**src/rtl/branch_resolve_unit_pkg.sv**
```systemverilog
// Shared branch decode constants and the funct3 -> taken/illegal rules
// used by the execute-stage branch resolve unit.
package branch_resolve_unit_pkg;

    localparam logic [6:0] OPC_BRANCH = 7'b1100011;

    localparam logic [2:0] FNC_BEQ     = 3'b000;
    localparam logic [2:0] FNC_BNE     = 3'b001;
    localparam logic [2:0] FNC_BR_ILL0 = 3'b010;
    localparam logic [2:0] FNC_BR_ILL1 = 3'b011;
    localparam logic [2:0] FNC_BLT     = 3'b100;
    localparam logic [2:0] FNC_BGE     = 3'b101;
    localparam logic [2:0] FNC_BLTU    = 3'b110;
    localparam logic [2:0] FNC_BGEU    = 3'b111;

    localparam logic BrUn_SIGNED   = 1'b1;
    localparam logic BrUn_UNSIGNED = 1'b0;

    // Signedness comes from BrUn, so the signed and unsigned forms share one rule.
    function automatic logic br_taken(input logic [2:0] funct3, input logic eq,
                                      input logic lt);
        logic t;
        case (funct3)
            FNC_BEQ:                t = eq;
            FNC_BNE:                t = ~eq;
            FNC_BLT, FNC_BLTU:      t = lt;
            FNC_BGE, FNC_BGEU:      t = ~lt;
            FNC_BR_ILL0, FNC_BR_ILL1: t = 1'b0;
            default:                t = 1'b0;
        endcase
        return t;
    endfunction

    function automatic logic br_illegal(input logic [2:0] funct3);
        return (funct3 == FNC_BR_ILL0) || (funct3 == FNC_BR_ILL1);
    endfunction

endpackage

```
**src/rtl/br_comparator.sv**
```systemverilog
// Combinational operand comparator producing BrEq and BrLt under the BrUn mode.
module br_comparator
    import branch_resolve_unit_pkg::*;
#(
    parameter int unsigned XLEN = 32
) (
    input  logic [XLEN-1:0] a,
    input  logic [XLEN-1:0] b,
    input  logic            BrUn,
    output logic            BrEq,
    output logic            BrLt
);

    always_comb begin
        BrEq = (a == b);
        BrLt = 1'b0;
        unique case (BrUn)
            BrUn_SIGNED:   BrLt = ($signed(a) < $signed(b));
            BrUn_UNSIGNED: BrLt = (a < b);
            default:       BrLt = 1'b0;
        endcase
    end

endmodule

```
**src/rtl/branch_resolve_unit.sv**
```systemverilog
// Execute-stage branch resolution: condition evaluation, registered PC redirect,
// wrong-path shadow kill and branch statistics. Static not-taken prediction.
module branch_resolve_unit
    import branch_resolve_unit_pkg::*;
#(
    parameter int unsigned XLEN  = 32,
    parameter int unsigned CNT_W = 32
) (
    input  logic             clk,
    input  logic             rst,
    input  logic             in_valid,
    input  logic             stall,
    input  logic [31:0]      inst,
    input  logic [XLEN-1:0]  pc,
    input  logic [XLEN-1:0]  imm,
    input  logic [XLEN-1:0]  rs1_data,
    input  logic [XLEN-1:0]  rs2_data,
    input  logic             BrUn,
    output logic             BrEq,
    output logic             BrLt,
    output logic             redirect_valid,
    output logic [XLEN-1:0]  redirect_pc,
    output logic             kill,
    output logic             illegal_br,
    output logic [CNT_W-1:0] br_count,
    output logic [CNT_W-1:0] taken_count
);

    logic             redirect_valid_q, redirect_valid_d;
    logic [XLEN-1:0]  redirect_pc_q, redirect_pc_d;
    logic             illegal_br_q, illegal_br_d;
    logic             shadow_q, shadow_d;
    logic [CNT_W-1:0] br_count_q, br_count_d;
    logic [CNT_W-1:0] taken_count_q, taken_count_d;

    logic       fire;
    logic       eval;
    logic       taken;
    logic [2:0] funct3;
    logic       unused_inst;

    assign funct3      = inst[14:12];
    assign unused_inst = ^{inst[31:15], inst[11:7]};

    br_comparator #(
        .XLEN (XLEN)
    ) u_br_comparator (
        .a    (rs1_data),
        .b    (rs2_data),
        .BrUn (BrUn),
        .BrEq (BrEq),
        .BrLt (BrLt)
    );

    always_comb begin
        fire  = in_valid & ~stall;
        eval  = fire & ~shadow_q & (inst[6:0] == OPC_BRANCH);
        taken = eval & br_taken(funct3, BrEq, BrLt);

        redirect_valid_d = taken;
        redirect_pc_d    = taken ? (pc + imm) : redirect_pc_q;
        illegal_br_d     = eval & br_illegal(funct3);

        // The first unstalled valid instruction after a taken branch is the
        // wrong-path one; consuming it ends the shadow.
        shadow_d = shadow_q ? ~fire : taken;

        br_count_d    = br_count_q + {{(CNT_W-1){1'b0}}, eval};
        taken_count_d = taken_count_q + {{(CNT_W-1){1'b0}}, taken};
    end

    always_ff @(posedge clk or posedge rst) begin
        if (rst) begin
            redirect_valid_q <= 1'b0;
            redirect_pc_q    <= '0;
            illegal_br_q     <= 1'b0;
            shadow_q         <= 1'b0;
            br_count_q       <= '0;
            taken_count_q    <= '0;
        end else begin
            redirect_valid_q <= redirect_valid_d;
            redirect_pc_q    <= redirect_pc_d;
            illegal_br_q     <= illegal_br_d;
            shadow_q         <= shadow_d;
            br_count_q       <= br_count_d;
            taken_count_q    <= taken_count_d;
        end
    end

    assign redirect_valid = redirect_valid_q;
    assign redirect_pc    = redirect_pc_q;
    assign illegal_br     = illegal_br_q;
    assign kill           = shadow_q & in_valid;
    assign br_count       = br_count_q;
    assign taken_count    = taken_count_q;

endmodule

```
**config.mk**
```make
export PLATFORM = sky130hd
export DESIGN_NAME = branch_resolve_unit
export DESIGN_NICKNAME = d
export VERILOG_FILES = /design/src/rtl/branch_resolve_unit_pkg.sv /design/src/rtl/br_comparator.sv /design/src/rtl/branch_resolve_unit.sv
export SDC_FILE = /design/constraint.sdc
export NUM_CORES = 1
export LEC_CHECK = 0
export BUFFER_PORTS_ARGS = -buffer_cell sky130_fd_sc_hd__buf_2
export CAP_MARGIN = 40
export CORE_UTILIZATION = 49
export DETAILED_ROUTE_END_ITERATION = 10
export PLACE_DENSITY = 0.79
export SLEW_MARGIN = 30
export SYNTH_ARGS = -nofsm -noshare
export SYNTH_HDL_FRONTEND = slang
export SYNTH_SLANG_ARGS = --single-unit
export TNS_END_PERCENT = 50
```
**constraint.sdc**
```tcl
create_clock -name clk -period 3.5 [get_ports clk]
set_input_delay 0.525 -clock clk [delete_from_list [all_inputs] [get_ports clk]]
set_output_delay 0.525 -clock clk [all_outputs]
set_load 0.005 [all_outputs]
```
# ---- After elaboration in Yosys (flattened, before gate mapping)
# Cells that the tools add are included.
dict set report classes {
  n_bitwise 12
  div 0
  n_shift 0
  add_sub_neg 3
  mux 3
  multipliers 0
  n_reduce_logical 5
  eq_ne 9
  magnitude_cmp 2
}
# cell n
set ops {}
lappend ops {{$add A32 B1 Y32} 2}
lappend ops {{$lt A32 B32 Y1} 2}
lappend ops {{$add A32 B32 Y32} 1}
lappend ops {{$eq A32 B32 Y1} 1}
lappend ops {{$eq A3 B3 Y1 const B} 4}
lappend ops {{$eq A7 B7 Y1 const B} 1}
lappend ops {{$and A1 B1 Y1} 6}
lappend ops {{$eq A3 B2 Y1 const B} 2}
lappend ops {{$not A1 Y1} 6}
lappend ops {{$reduce_or A2 Y1} 3}
lappend ops {{$pmux W1 S5} 1}
lappend ops {{$eq A3 B1 Y1 const B} 1}
lappend ops {{$logic_not A3 Y1} 1}
lappend ops {{$pmux W1 S2} 1}
lappend ops {{$logic_or A1 B1 Y1} 1}
lappend ops {{$mux W1} 1}
dict set report totals {
  mem_bits_rw 0
  word_cells 40
  regBits 99
  latch_bits 0
  out_inout_bits 101
  mem_count 0
  romBits 0
}

# ---- Depth between registers and ports, before layout
dict set report logic_depth {
  depth_word 6
  mapped_depth 19
}

# ---- Modules after synthesis
# From an unflattened synthesis, not the netlist that was laid out.
dict set report unflattened {
  hier_cells 693
  hier_area_um2 6507.5
}
# module area_per_inst_um2 cells_each n_inst
set modules_own_cells {}
lappend modules_own_cells {branch_resolve_unit 5689.2 580 1}
lappend modules_own_cells {br_comparator 818.3 113 1}

# ---- Worst setup path after synthesis
# No wires, ideal clock.
dict set report synth_timing {
  kind {input to register}
  start {in rs2_data[21]}
  end {reg taken_count_q[26], in the netlist taken_count[26]}
  path_buffers 0
  slack_ps -323
  t_arrival_ps 3699
  path_stages 19
  cell_sequence {inv_1 > ha_1 > a21o_1 > a21o_1 > a221oi_2 > o221ai_1 > a21oi_2 > xnor3_1 > a21oi_1 > nor2_2 > ha_1 > ha_1 > nand2_1 > nor3_1 > and3_1 > nand4_1 > inv_1 > nand2_1 > xnor2_1}
}
dict set report synth_between {
  elab_chain_cells 6
  word_cells_on_any_way 9
  cone_classes {add/sub: 1; order compare: 2; eq/ne: 1; mux: 2; bitwise: 3}
}
# item line_no
set synth_lines {}
lappend synth_lines {{start, declared} branch_resolve_unit.sv:17} ;# input logic [XLEN-1:0] rs2_data,
lappend synth_lines {{$lt A32 B32 Y1 (on tied branches)} {br_comparator.sv:19, br_comparator.sv:18}}
lappend synth_lines {{$pmux W1 S2} br_comparator.sv:17} ;# unique case (BrUn)
lappend synth_lines {{$not A1 Y1} branch_resolve_unit_pkg.sv:27} ;# FNC_BGE, FNC_BGEU: t = ~lt;
lappend synth_lines {{$pmux W1 S5 (*)} branch_resolve_unit_pkg.sv:23} ;# case (funct3)
lappend synth_lines {{$and A1 B1 Y1 (*)} branch_resolve_unit.sv:58} ;# taken = eval & br_taken(funct3, BrEq, BrLt);
lappend synth_lines {{net redirect_valid_d} branch_resolve_unit.sv:29} ;# logic redirect_valid_q, redirect_valid_d;
lappend synth_lines {{$add A32 B1 Y32 (*)} branch_resolve_unit.sv:69} ;# taken_count_d = taken_count_q + {{(CNT_W-1){1'b0}}, taken};
lappend synth_lines {{net taken_count_d[26]} branch_resolve_unit.sv:34} ;# logic [CNT_W-1:0] taken_count_q, taken_count_d;
lappend synth_lines {{end signal, assigned} branch_resolve_unit.sv:86} ;# taken_count_q <= taken_count_d;
lappend synth_lines {{end, declared} branch_resolve_unit.sv:34}
# The timed path passes the listed nets; every way through them passes the cells marked *.
# A chain may end at the register's enable or synchronous reset.

# ---- Final worst setup path
dict set report layout_timing {
  start {in rs1_data[19]}
  end {reg taken_count_q[29], in the netlist taken_count[29]}
}
dict set report layout_between {
  elab_chain_cells 6
  word_cells_on_any_way 9
  cone_classes {add/sub: 1; order compare: 2; eq/ne: 1; mux: 2; bitwise: 3}
}
# item line_no
set layout_lines {}
lappend layout_lines {{start, declared} branch_resolve_unit.sv:16} ;# input logic [XLEN-1:0] rs1_data,
lappend layout_lines {{$lt A32 B32 Y1 (on tied branches)} {br_comparator.sv:19, br_comparator.sv:18}}
lappend layout_lines {{$pmux W1 S2} br_comparator.sv:17}
lappend layout_lines {{$not A1 Y1} branch_resolve_unit_pkg.sv:27}
lappend layout_lines {{$pmux W1 S5 (*)} branch_resolve_unit_pkg.sv:23}
lappend layout_lines {{$and A1 B1 Y1 (*)} branch_resolve_unit.sv:58}
lappend layout_lines {{net redirect_valid_d} branch_resolve_unit.sv:29}
lappend layout_lines {{$add A32 B1 Y32 (*)} branch_resolve_unit.sv:69}
lappend layout_lines {{net taken_count_d[29]} branch_resolve_unit.sv:34}
# Marked as above.

==> results by group <==
Status
  • Status: finished, final reports clean

Setup path
  • Reg-to-reg startpoint: shadow_q$_DFF_PP0_
  • CP startpoint kind: input port
  • CP bufs+invs: 1
  • Crit path max-delay family: simple AND/OR/NAND/NOR gates
  • R2r setup slk: 0.67 ns
  • Slowest CP cell: ha_1
  • CP max FO: 4
  • Reg2reg path depth: 12
  • Crit end category: flop
  • RR Endpoint: br_count[28]$_DFF_PP0_
  • Worst path cell trace: buf_2 -> ha_1 -> a21oi_1 -> o21ai_0 -> a221oi_2 -> o221ai_1 -> a21oi_2 -> xnor3_1 -> a21oi_2 -> nor2_4 -> ha_4 -> nand3_1 -> nor3_2 -> and3_1 -> and4_4 -> nand3_1 -> xnor2_1
  • WP data required: 3.73 ns
  • CP Class: input port to flop
  • Worst path arrival time: 3.55 ns
  • Slowest stage delay, CP: 0.32 ns

Routing
  • Drt wl/cell: 14.2 µm
  • Initial DRC count: 239
  • Via count: 5840
  • Post-Route M1 WL: 7040 µm
  • Top Layer Used: met4
  • Met3 WL: 1010 µm
  • Drt first pass iters: 4
  • DRT antenna net count: 0
  • Vias per inst: 5.23
  • Met2 routed WL: 7490 µm
  • DRC Markers: 0
  • Final WL: 15900 µm

Floorplanning
  • Initial Utilization: 0.508
  • Row cnt: 41
  • Core Box Area: 12800 µm²
  • Full die area: 13700 µm²
  • Die Ht: 117 µm
  • Die W: 117 µm
  • Top Ports: 266

Pwr
  • Worst vdd rail ir drop: 216 µV
  • PD cells: 322 nW/µm²
  • Pleak: 4.72 nW
  • Pwr Total: 2.72 mW

Yosys
  • Register area share after synthesis: 0.382
  • Synth top area cells: dfrtp_1 38%, ha_1 13%, xnor2_1 8.4%
  • Post-synth top area share: 0.382
  • Synth area leader: dfrtp_1
  • Yosys warns: 0
  • Async SR Flop Fraction: 1.00
  • Library cells used by synthesis: 61
  • Post-synth top flop: dfrtp_1
  • Syn Area/Cell: 9.69 µm²
  • Synth Instances: 670
  • Syn Std Cell Area: 6490 µm²
  • Post-synth EDFFs: 0
  • Yosys reg bits: 99
  • Syn nets: 903

Layout
  • Fillers: 1056
  • Area Growth Syn to Fin: 30.1%
  • Final instance count without filler cells: 1116
  • Antenna diode count: 0
  • Layout cells sized above 1: 0.338
  • Nets: 1172
  • Final core occ: 0.661

Clocking
  • Cts bufs inserted: 9
  • Clk root buf: clkbuf_16
  • Clock-pin slew on the worst setup and hold paths: 0.07 ns
  • Clk_lat worst skew: 0.34 ns
  • Clock sinks: 99
  • Post-CTS Hold Fix Bufs: 0
  • H-tree depth: 3
  • Clock Path Buffers: 2
  • TritonCTS clock tree: done

Timing
  • Final Cycle Share: 0.948
  • Worst slew margin: 0.690
  • Final Worst Setup Slack: 0.182 ns
  • Minimum clock period: 3.32 ns
  • Slew Viols, Final: 0
  • Final setup viols: 0
  • Fmax: 301 MHz
  • Worst-Margin Slew: 0.461 ns
  • Hold Violations, Final: 0
  • TNS Setup: 0 ns
  • Clock Skew: 0.00817 ns

Place
  • Placed cells: 1097
  • Pre-CTS setup slack: -0.128 ns
  • Gp weighted congestion: 0.920
  • Buffers on Ports: 243
  • Detailed-placement wirelength estimate: 12700 µm

Run
  • Max-Cap Viols: 0

Global routing
  • Vias in the first global route: 5613
  • Initial antenna violation count: 0
  • Pin count of the biggest net entering global routing: 64
  • First-pass GRT wire length: 25400 µm
  • Global route total overflow: 0
  • GRT Total Usage: 0.238

Min path
  • Hold Crit Class: input port to async pin
[synthesized netlist by cell type, types with 6 or more instances]
master and number:
nand3_1 28, and3_1 21, ha_1 67, inv_1 52
a31oi_1 6, a21o_1 18, nor3_1 11, xor2_1 27
o21ai_0 34, nor2b_1 7, dfrtp_1 99, a21oi_1 40
nor2_1 25, nand4_1 20, o21a_1 6, xnor2_1 62
nand2_1 60, mux2_2 10
[worst reg2reg max path: cells and delay by family (launching register included)]
family | cells | cell delay [ns]
and+or+nand+nor | 8 | 1.62
adders and majority gates | 2 | 0.44
DFF | 1 | 0.40
buffers and inverters | 1 | 0.16
xor gates and xnor gates | 1 | 0.16
[cell type report]
| type | instances | area, µm² | share of cell area |
|---|---|---|---|
| clock buffers | 10 | 239 | 0.0283 |
| clock inverters | 6 | 60.1 | 0.00711 |
| inverters | 52 | 198 | 0.0234 |
| multi-input cells | 509 | 3830 | 0.453 |
| flip-flops and latches | 99 | 2480 | 0.293 |
| well taps | 172 | 215 | 0.0255 |
| repair buffers | 268 | 1430 | 0.169 |
[per-layer routing]
layer | vias to the layer above | global-route usage
li1 | 2921 | -
met1 | 2698 | 0.292
met2 | 194 | 0.405
met3 | 27 | 0.0731
met4 | 0 | 0.0641
met5 | - | 0
[report_power, final]
group,total (mW),switching [mW],internal (mW)
sequential,1.16,0.00690,1.16
combinational,0.580,0.303,0.276
clock,0.978,0.461,0.517
[per-stage QoR]
stage | instance area [µm²] | hold slack [ns]
6_report | 8450 | 0.137
2_1_floorplan | 6560 | 0.468
5_1_grt | 8450 | 0.142
4_1_cts | 8410 | 0.358
3_5_place_dp | 8110 | 0.461
3_3_place_gp | 8110 | 0.455
[state kept, by name, summed over array words and instances (netlist names)]
register	count
br_count	32
redirect_valid	1
illegal_br	1
redirect_pc	32
taken_count	32
shadow_q	1
[cells in the final DEF, fill, tap and decap left out, types with 3 or more instances in the layout]
master	count
a21o_1	18
a21oi_1	39
a21oi_2	3
a31oi_1	6
and2_1	5
and3_1	20
and4_1	4
buf_2	243
buf_4	23
clkbuf_16	9
dfrtp_1	99
ha_1	65
inv_1	51
mux2_2	10
mux2i_1	3
nand2_1	59
nand3_1	28
nand4_1	20
nor2_1	24
nor2b_1	7
nor3_1	9
o211ai_1	3
o21a_1	6
o21ai_0	34
o21bai_1	5
o31ai_1	3
xnor2_1	62
xor2_1	27
[logic make-up (layout without fill, tap and decap cells)]
| family | count (synthesis) | after routing | share of synthesized area |
|---|---|---|---|
| muxes | 15 | 15 | 0.0254 |
| DFF | 99 | 99 | 0.382 |
| and+or+nand+nor | 197 | 197 | 0.155 |
| adders and majority gates | 68 | 68 | 0.132 |
| buffers and inverters | 62 | 336 | 0.0391 |
| xor gates and xnor gates | 90 | 90 | 0.124 |
| AOI/OAI and AO/OA | 139 | 139 | 0.143 |
[worst max-delay path by stage]
stage | depth (start not counted) | from | end
after floorplan | 19 | rs2_data[21] | taken_count[26]$_DFF_PP0_
after global placement | 18 | rs2_data[31] | taken_count[31]$_DFF_PP0_
after detailed placement | 17 | rs1_data[19] | taken_count[29]$_DFF_PP0_
after CTS | 17 | rs1_data[19] | taken_count[29]$_DFF_PP0_
after global routing | 18 | rs2_data[19] | taken_count[29]$_DFF_PP0_
final | 17 | rs1_data[19] | taken_count[29]$_DFF_PP0_
[timing repair]
action | in CTS | in global routing
hold endpoints to repair | 0 | 0
buffers inserted | 0 | 2
setup endpoints to repair | 0 | 3
resized for setup | 0 | 3
(Power assumes the default switching activity.)
